--- src/rtl/register_file.sv ---
// 16 x 16-bit register file with a per-register in-use scoreboard bit.
// Two combinational read ports, one writeback port with a storeNow/storeDone handshake.
module register_file (
  input  logic        clk,
  input  logic        rst,
  input  logic [3:0]  srcReg1,
  input  logic [3:0]  srcReg2,
  input  logic [3:0]  nextDestReg,
  input  logic [3:0]  destReg,
  input  logic [15:0] destVal,
  input  logic        storeNow,
  output logic        storeDone,
  output logic [15:0] srcRegVal1,
  output logic [15:0] srcRegVal2,
  output logic        inuse1,
  output logic        inuse2
);

  logic [15:0] r     [16];
  logic        inuse [16];

  // Register array, scoreboard and write acknowledge update.
  always_ff @(posedge clk) begin
    if (rst) begin
      for (int i = 0; i < 16; i++) begin
        r[i]     <= 16'h0000;
        inuse[i] <= 1'b0;
      end
      storeDone <= 1'b0;
    end else begin
      if (storeNow) begin
        r[destReg]     <= destVal;
        inuse[destReg] <= 1'b0;
      end
      // Placed after the release so a same-register reserve wins.
      inuse[nextDestReg] <= 1'b1;
      storeDone          <= storeNow;
    end
  end

  assign srcRegVal1 = r[srcReg1];
  assign srcRegVal2 = r[srcReg2];
  assign inuse1     = inuse[srcReg1];
  assign inuse2     = inuse[srcReg2];

endmodule

--- config.mk ---
export PLATFORM = sky130hd
export DESIGN_NAME = register_file
export DESIGN_NICKNAME = d
export VERILOG_FILES = /design/src/rtl/register_file.sv
export SDC_FILE = /design/constraint.sdc
export NUM_CORES = 1
export LEC_CHECK = 0
export ABC_AREA = 1
export CELL_PAD_IN_SITES_DETAIL_PLACEMENT = 0
export CELL_PAD_IN_SITES_GLOBAL_PLACEMENT = 1
export CORE_MARGIN = 2
export CORE_UTILIZATION = 37
export CTS_BUF_LIST = sky130_fd_sc_hd__clkbuf_8 sky130_fd_sc_hd__clkbuf_16
export CTS_CLUSTER_SIZE = 10
export DETAILED_ROUTE_END_ITERATION = 16
export MAX_ROUTING_LAYER = met4
export PLACE_DENSITY = 0.67
export SLEW_MARGIN = 25
export SYNTH_ARGS = -nofsm -noshare
export SYNTH_HDL_FRONTEND = slang
export SYNTH_SLANG_ARGS = --single-unit
--- constraint.sdc ---
create_clock -name clk -period 2 [get_ports clk]
set_clock_uncertainty 0.1 [all_clocks]
set_input_delay 0.4 -clock clk [delete_from_list [all_inputs] [get_ports clk]]
set_output_delay 0.4 -clock clk [all_outputs]
set_load 0.01 [all_outputs]
# ---- Yosys cells after proc, flatten, opt, wreduce, memory -nomap -nowiden
# Memories as Yosys holds them, arrays and structs flattened.
# Cells that the tools add are included.
dict set report word_totals {
  ff_bits 1
  mem_bits_rw 272
  input_bits 35
  output_inout_bits 35
  wordCells 21
  memories 2
}
# memory depth width rd rd_ports_with_merged_regs write_ports line_no
set memory_table {}
lappend memory_table {r 16 16 2 0 16 19} ;# logic [15:0] r [16];
lappend memory_table {inuse 16 1 2 0 16 20} ;# logic inuse [16];
dict set report classes {
  muxes 15
  reduce_logical 3
}
# cell n
set op_table {}
lappend op_table {{$mux W16} 1}
lappend op_table {{$reduce_or A16 Y1} 1}
lappend op_table {{$mux W4} 3}
lappend op_table {{$mux W1} 11}
lappend op_table {{$reduce_or A1 Y1} 2}

# ---- Logic depth before layout (Yosys ltp)
# Gate-level depths: netlist of the first run.
dict set report depth {
  depth_word 5
  depth_mapped 8
  depth_no_buf 6
}

# ---- Least setup slack after synthesis of the first run
# OpenSTA, ideal clock, no wires.
dict set report synth_path {
  path_kind {input-to-reg}
  startpoint {input rst}
  endpoint {memory r[8][0], enable pin}
  setup_ns 0.372
  arrival_ns 1.521
  required_ns 1.528
  setup_slack_ns 0.007
  stages 6
  path_buffers 1
  path_cell_list {inv_2 nand2_1 nor3_4 nand2_2 buf_2 nand2_1}
}
# element line_no
set synth_rtl {}
lappend synth_rtl {{from (decl)} 5} ;# input logic rst,
lappend synth_rtl {{to (decl)} 19}

# ---- Final worst setup path of the first run
dict set report layout_path {
  startpoint {input srcReg1[0]}
  endpoint {output srcRegVal1[0]}
}
dict set report layout_between {
  elab_chain_cells 1
}
# element line_no
set layout_rtl {}
lappend layout_rtl {{from (decl)} 6} ;# input logic [3:0] srcReg1,
lappend layout_rtl {{$mem_v2 Z16 W16} --}
lappend layout_rtl {{to (decl)} 13} ;# output logic [15:0] srcRegVal1,
# Every way passes these cells.

==> results of run 1 <==
==> timing repair <==
item | CTS | global route
cloned | 4 | 2
buffers inserted | 2 | 2
pin swaps | 112 | 131
endpoints found under the setup margin | 34 | 34
gates resized for setup | 344 | 351
==> critical path: stages <==
cell and delay (ns):
buf_4 0.13, buf_12 0.21, buf_16 0.21, nand2_1 0.08
nand3_1 0.08, nand3_1 0.10, nand3_2 0.12, nand2_2 0.07
buf_2 0.14
==> power breakdown <==
group          total (W)  internal, W  switching [W]
logic            0.00312      0.00120        0.00192
clock network    0.00581      0.00336        0.00245
registers        0.00667      0.00656       0.000111
total             0.0156       0.0111        0.00448
==> logic make-up (layout without fill, tap and decap cells) <==
kind of cell / count (synthesis) / count (layout) / share of synthesized area
buffers and inverters: 453 / 642 / 0.114
AND/OR/NAND/NOR: 1371 / 1371 / 0.371
AO/OA/AOI/OAI: 16 / 16 / 0.00571
flip-flops: 273 / 273 / 0.509
==> path summary, 6_finish.rpt <==
check | startpoint | endpoint | slack [ns]
worst max-delay path | srcReg1[0] | srcRegVal1[0] | -0.06
worst min-delay path | inuse[5] | inuse[5] | 0.38
worst max register to register | inuse[10] | inuse[10] | 1.31
worst min register to register | inuse[5] | inuse[5] | 0.38
==> final cells by class <==
cell class                      count  area [um2]  area share
Clock inverter                     17        63.8     0.00294
Multi-Input combinational cell   1387        7570       0.349
Timing Repair Buffer              276        3230       0.149
Tap cell                          539         674      0.0311
Inverter                          310        1190      0.0549
Sequential cell                   273        8040       0.370
Clock buffer                       39         953      0.0439
==> per-stage QoR <==
step | cell area (um2) | worst slack [ns] | cells | util | total power [W]
floorplan | 15800 | 0.00710 | 2113 | - | 0.00806
CTS | 20600 | -0.106 | 2838 | 0.491 | 0.0154
global placement | 18800 | -0.663 | 2778 | 0.447 | 0.00937
detailed placement | 18800 | -0.688 | 2778 | 0.447 | 0.00939
finish | 21700 | -0.0633 | 2841 | 0.517 | 0.0156
global route | 21700 | -0.105 | 2841 | 0.517 | 0.0161
==> registers in the layout (all words and copies together), names as in the netlist <==
signal     cells
inuse         16
r            256
storeDone      1
==> synth_stat cells, drive strengths merged <==
cell type | n | area [um2]
nand2 | 610 | 2310
nand3 | 495 | 2520
inv | 306 | 1150
nor2 | 264 | 993
edfxtp | 256 | 7690
buf | 79 | 397
clkbuf | 64 | 240
dfxtp | 17 | 340
o21ai | 8 | 40.0
o22ai | 8 | 50.1
clkinv | 4 | 15.0
nor3 | 2 | 32.5
==> routing by layer <==
layer  up-vias  track usage  share of wire
met5         -            -              0
met4         0        0.101          0.030
met3       122       0.0292          0.066
met2       639        0.482           0.49
met1      7482        0.379           0.42
li1       7062            -              -
==> flow_summary.ini, run 1 <==
[sta]
setup_viol = 27
tns_ns = -0.648
maxClockFrequency_mhz = 485
min_period_over_period = 1.03
rsz0062_at_grt = true
worst_slack_ns = -0.0633
hold_viol = 0
tightest_slew_ns = 0.385
holdWs_ns = 0.380
slew_headroom = 0.743
finalMaxSlewViolations = 0
period_needed_ns = 2.06

[yosys]
synth_nets = 2148
yosysWarnings = 0
postSynthCellCount = 2113
syn-cell-area_um2 = 15800
synthDistinctLibCells = 18
yosysSeqAreaShare = 0.509
ys_ff_latch = 273
synth.avg_cell_area_um2 = 7.46

[detailed_routing]
wl_per_cell_um = 22.5
first_iter_violations = 1309
ant_nets = 0
vias = 15300
totalWireLength_mm = 63.8
drc = 0
drtPass1Iterations = 5
viasPerCell = 5.39

[clock_tree]
clk_latency_ns = 0.54
cts_tree = yes
hold_buffers = 0
clk_pin_slew_ns = 0.05
numCtsBuffers = 35
clockBufferDepth = 3
clockRootBuffer = clkbuf_16
cts-htree-levels = 2
cts.sinks = 273

[grt]
grt_max_degree = 38
antenna_found_initial = 0
grt_use_total = 0.292
grt_overflow_total = 0
grt_pass1_vias = 14500
grt_pass1_wl_mm = 92.3

[floorplan]
start_util = 0.375
rows = 75
core_area_um2 = 42000
dieHeight_um = 210
ios = 70
die-area_um2 = 44300
die_w_um = 210

[worst_hold_path]
hold_depth = 2
min_path_type = flop to flop

[layout]
layout_commonest_cell = nand2_1
final_layout_size_suffix_gt1_frac = 0.344
area_growth_pct = 37.7
fillerInstances = 3999
final_cell_mix = nand2_1 (534), nor2_1 (263), edfxtp_1 (256)
fin_nets = 2318
diodes = 0

[pwr]
p_per_area_nw_per_um2 = 718
leakagePower_nw = 9.88
worst_ir_drop_vdd_v = 0.000510

[placement]
place_hpwl_mm = 41.3
io_buffers = 69
gp_congestion = 0.884

[worst_setup_path]
reg2regPathDepth = 2
critPathLaunchType = input pin
cp-end-kind = output pin
required_ns = 1.50
crit_arrival_ns = 1.56
critPathKind = input pin to output pin
cp_max_fo = 30

[status]
violations = negative setup slack
status = finished with violations

[flow_run]
drv_cap = 0
Power figures use the tool's default switching activity.
==> inputs of run 2 (changes only) <==
Settings changed: SETUP_SLACK_MARGIN set to 0.02.
==> flow_summary.ini, run 2 (synthesis gave the netlist of run 1 again) <==
[pwr]
clock_power_share = 0.372
p_switching_w = 0.00449
internal-power_w = 0.0111
p_comb_frac = 0.201
leakagePower_nw = 9.90
finalPower_w = 0.0156
seqPwrFrac = 0.427
p_per_area_nw_per_um2 = 717
switching_share = 0.287
worst_ir_drop_vdd_v = 0.000512

[worst_hold_path]
worstHoldStart = inuse[5]
hold_end = inuse[5]
hold_depth = 2
min_path_type = flop to flop

[grt]
antenna_found_initial = 0
grt_use_total = 0.292
grt_pass1_wl_mm = 92.3
grt_overflow_total = 0
grt_max_degree = 38
grt_pass1_vias = 14500

[detailed_routing]
totalWireLength_mm = 63.9
first_iter_violations = 1390
drc = 0
drtPass1Iterations = 5
wl_per_cell_um = 22.5
ant_nets = 0
vias = 15400
viasPerCell = 5.41

[worst_setup_path]
slowest_delay_ns = 0.40
slowest_stage = edfxtp_1
timing.rr.end = inuse[10]
critPathKind = flop to output pin
crit_path_frequent_cell = nand3_2
required_ns = 1.50
crit_arrival_ns = 1.55
cp-end-kind = output pin
cp_max_fo = 2
crit_chain = inv_2, buf_4, nand2_2, nand3_2, nand3_2, nand3_2, nand2_4, buf_6
rr_startpoint = inuse[10]
reg2regPathDepth = 2
rrSetupSlack_ns = 1.31
critPathLaunchType = flop

[floorplan]
ios = 70
rows = 75
core_area_um2 = 42000
start_util = 0.375
dieHeight_um = 210
die-area_um2 = 44300
die_w_um = 210

[layout]
largest_register = r
final_cell_mix = nand2_1 (527), nor2_1 (263), nand3_2 (257)
area_growth_pct = 38.2
layout_commonest_cell = nand2_1
largest_register_ffs = 256
final_core_util = 0.519
fin_nets = 2318
reg_top3 = r: 256 flops, inuse: 16 flops, storeDone: 1 flops
diodes = 0
final_layout_size_suffix_gt1_frac = 0.354

[clock_tree]
hold_buffers = 0
numCtsBuffers = 35
clk_pin_slew_ns = 0.05
cts_tree = yes
cts-htree-levels = 2
clk_latency_ns = 0.54
clockBufferDepth = 3
clockRootBuffer = clkbuf_16
cts.sinks = 273

[sta]
hold_viol = 0
slew_headroom = 0.745
tightest_slew_ns = 0.383
maxClockFrequency_mhz = 487
setup_viol = 25
rsz0062_at_grt = true
tns_ns = -0.524
finalMaxSlewViolations = 0
worst_slack_ns = -0.0546
period_needed_ns = 2.05
min_period_over_period = 1.03

[placement]
gp_congestion = 0.884
place_hpwl_mm = 41.3
io_buffers = 69

[status]
violations = negative setup slack
status = finished with violations

[flow_run]
drv_cap = 0
run 2: cell counts in the layout (fill, tap and decap cells not counted):
No cell type changed its count.
run 2: cell type report:
cell class,instances,area [um2]
Clock buffer,39,953
Clock inverter,17,63.8
Fill cell,3991,20200
Inverter,310,1190
Multi-Input combinational cell,1387,7640
Sequential cell,273,8040
Tap cell,539,674
Timing Repair Buffer,276,3230
run 2: through the flow:
step | hold slack [ns] | cells | setup slack [ns] | area [um2]
3_3_place_gp | 0.375 | 2778 | -0.663 | 18800
4_1_cts | 0.381 | 2838 | -0.106 | 20600
6_report | 0.380 | 2841 | -0.0546 | 21800
3_5_place_dp | 0.380 | 2778 | -0.688 | 18800
5_1_grt | 0.398 | 2841 | -0.105 | 21800
2_1_floorplan | 0.356 | 2113 | 0.00710 | 15800
run 2: what timing repair did:
action / 4_1_cts / 5_1_grt
endpoints found under the setup margin: 34 / 34
resized for setup: 346 / 375
pin swaps: 112 / 135
gates cloned: 4 / 2
setup buffers: 2 / 2
endpoints found under the hold margin: 0 / 0
run 2: power by group through the flow:
stage | Sequential (W) | Combinational, W | Clock [W]
2_1_floorplan | 0.00674 | 0.00133 | 0
3_3_place_gp | 0.00675 | 0.00263 | 0
3_5_place_dp | 0.00675 | 0.00264 | 0
4_1_cts | 0.00664 | 0.00283 | 0.00590
5_1_grt | 0.00670 | 0.00335 | 0.00609
6_report | 0.00667 | 0.00314 | 0.00581
run 2: critical path: cells and delay by family (launching register included):
kind / cells / cell delay [ns]
buffers and inverters: 3 / 0.29
and+or+nand+nor: 5 / 0.32
DFF: 1 / 0.40
run 2: how the worst max path moves through the flow:
stage                    endpoint  startpoint  slack [ns]  cells past startpoint
global route        srcRegVal2[5]    r[14][5]       -0.11                      8
CTS                 srcRegVal2[7]     r[7][7]       -0.11                      8
floorplan                 r[8][0]         rst       0.007                      6
global placement    srcRegVal2[8]  srcReg2[3]       -0.66                      6
finish              srcRegVal2[5]    r[13][5]       -0.05                      8
detailed placement  srcRegVal2[8]  srcReg2[3]       -0.69                      6
run 2: per-layer routing:
layer	vias to the layer above	GRT usage	part of all wire
met5	-	-	0
met4	0	0.100	0.032
met3	138	0.0292	0.070
met2	659	0.482	0.49
met1	7516	0.379	0.41
li1	7061	-	-
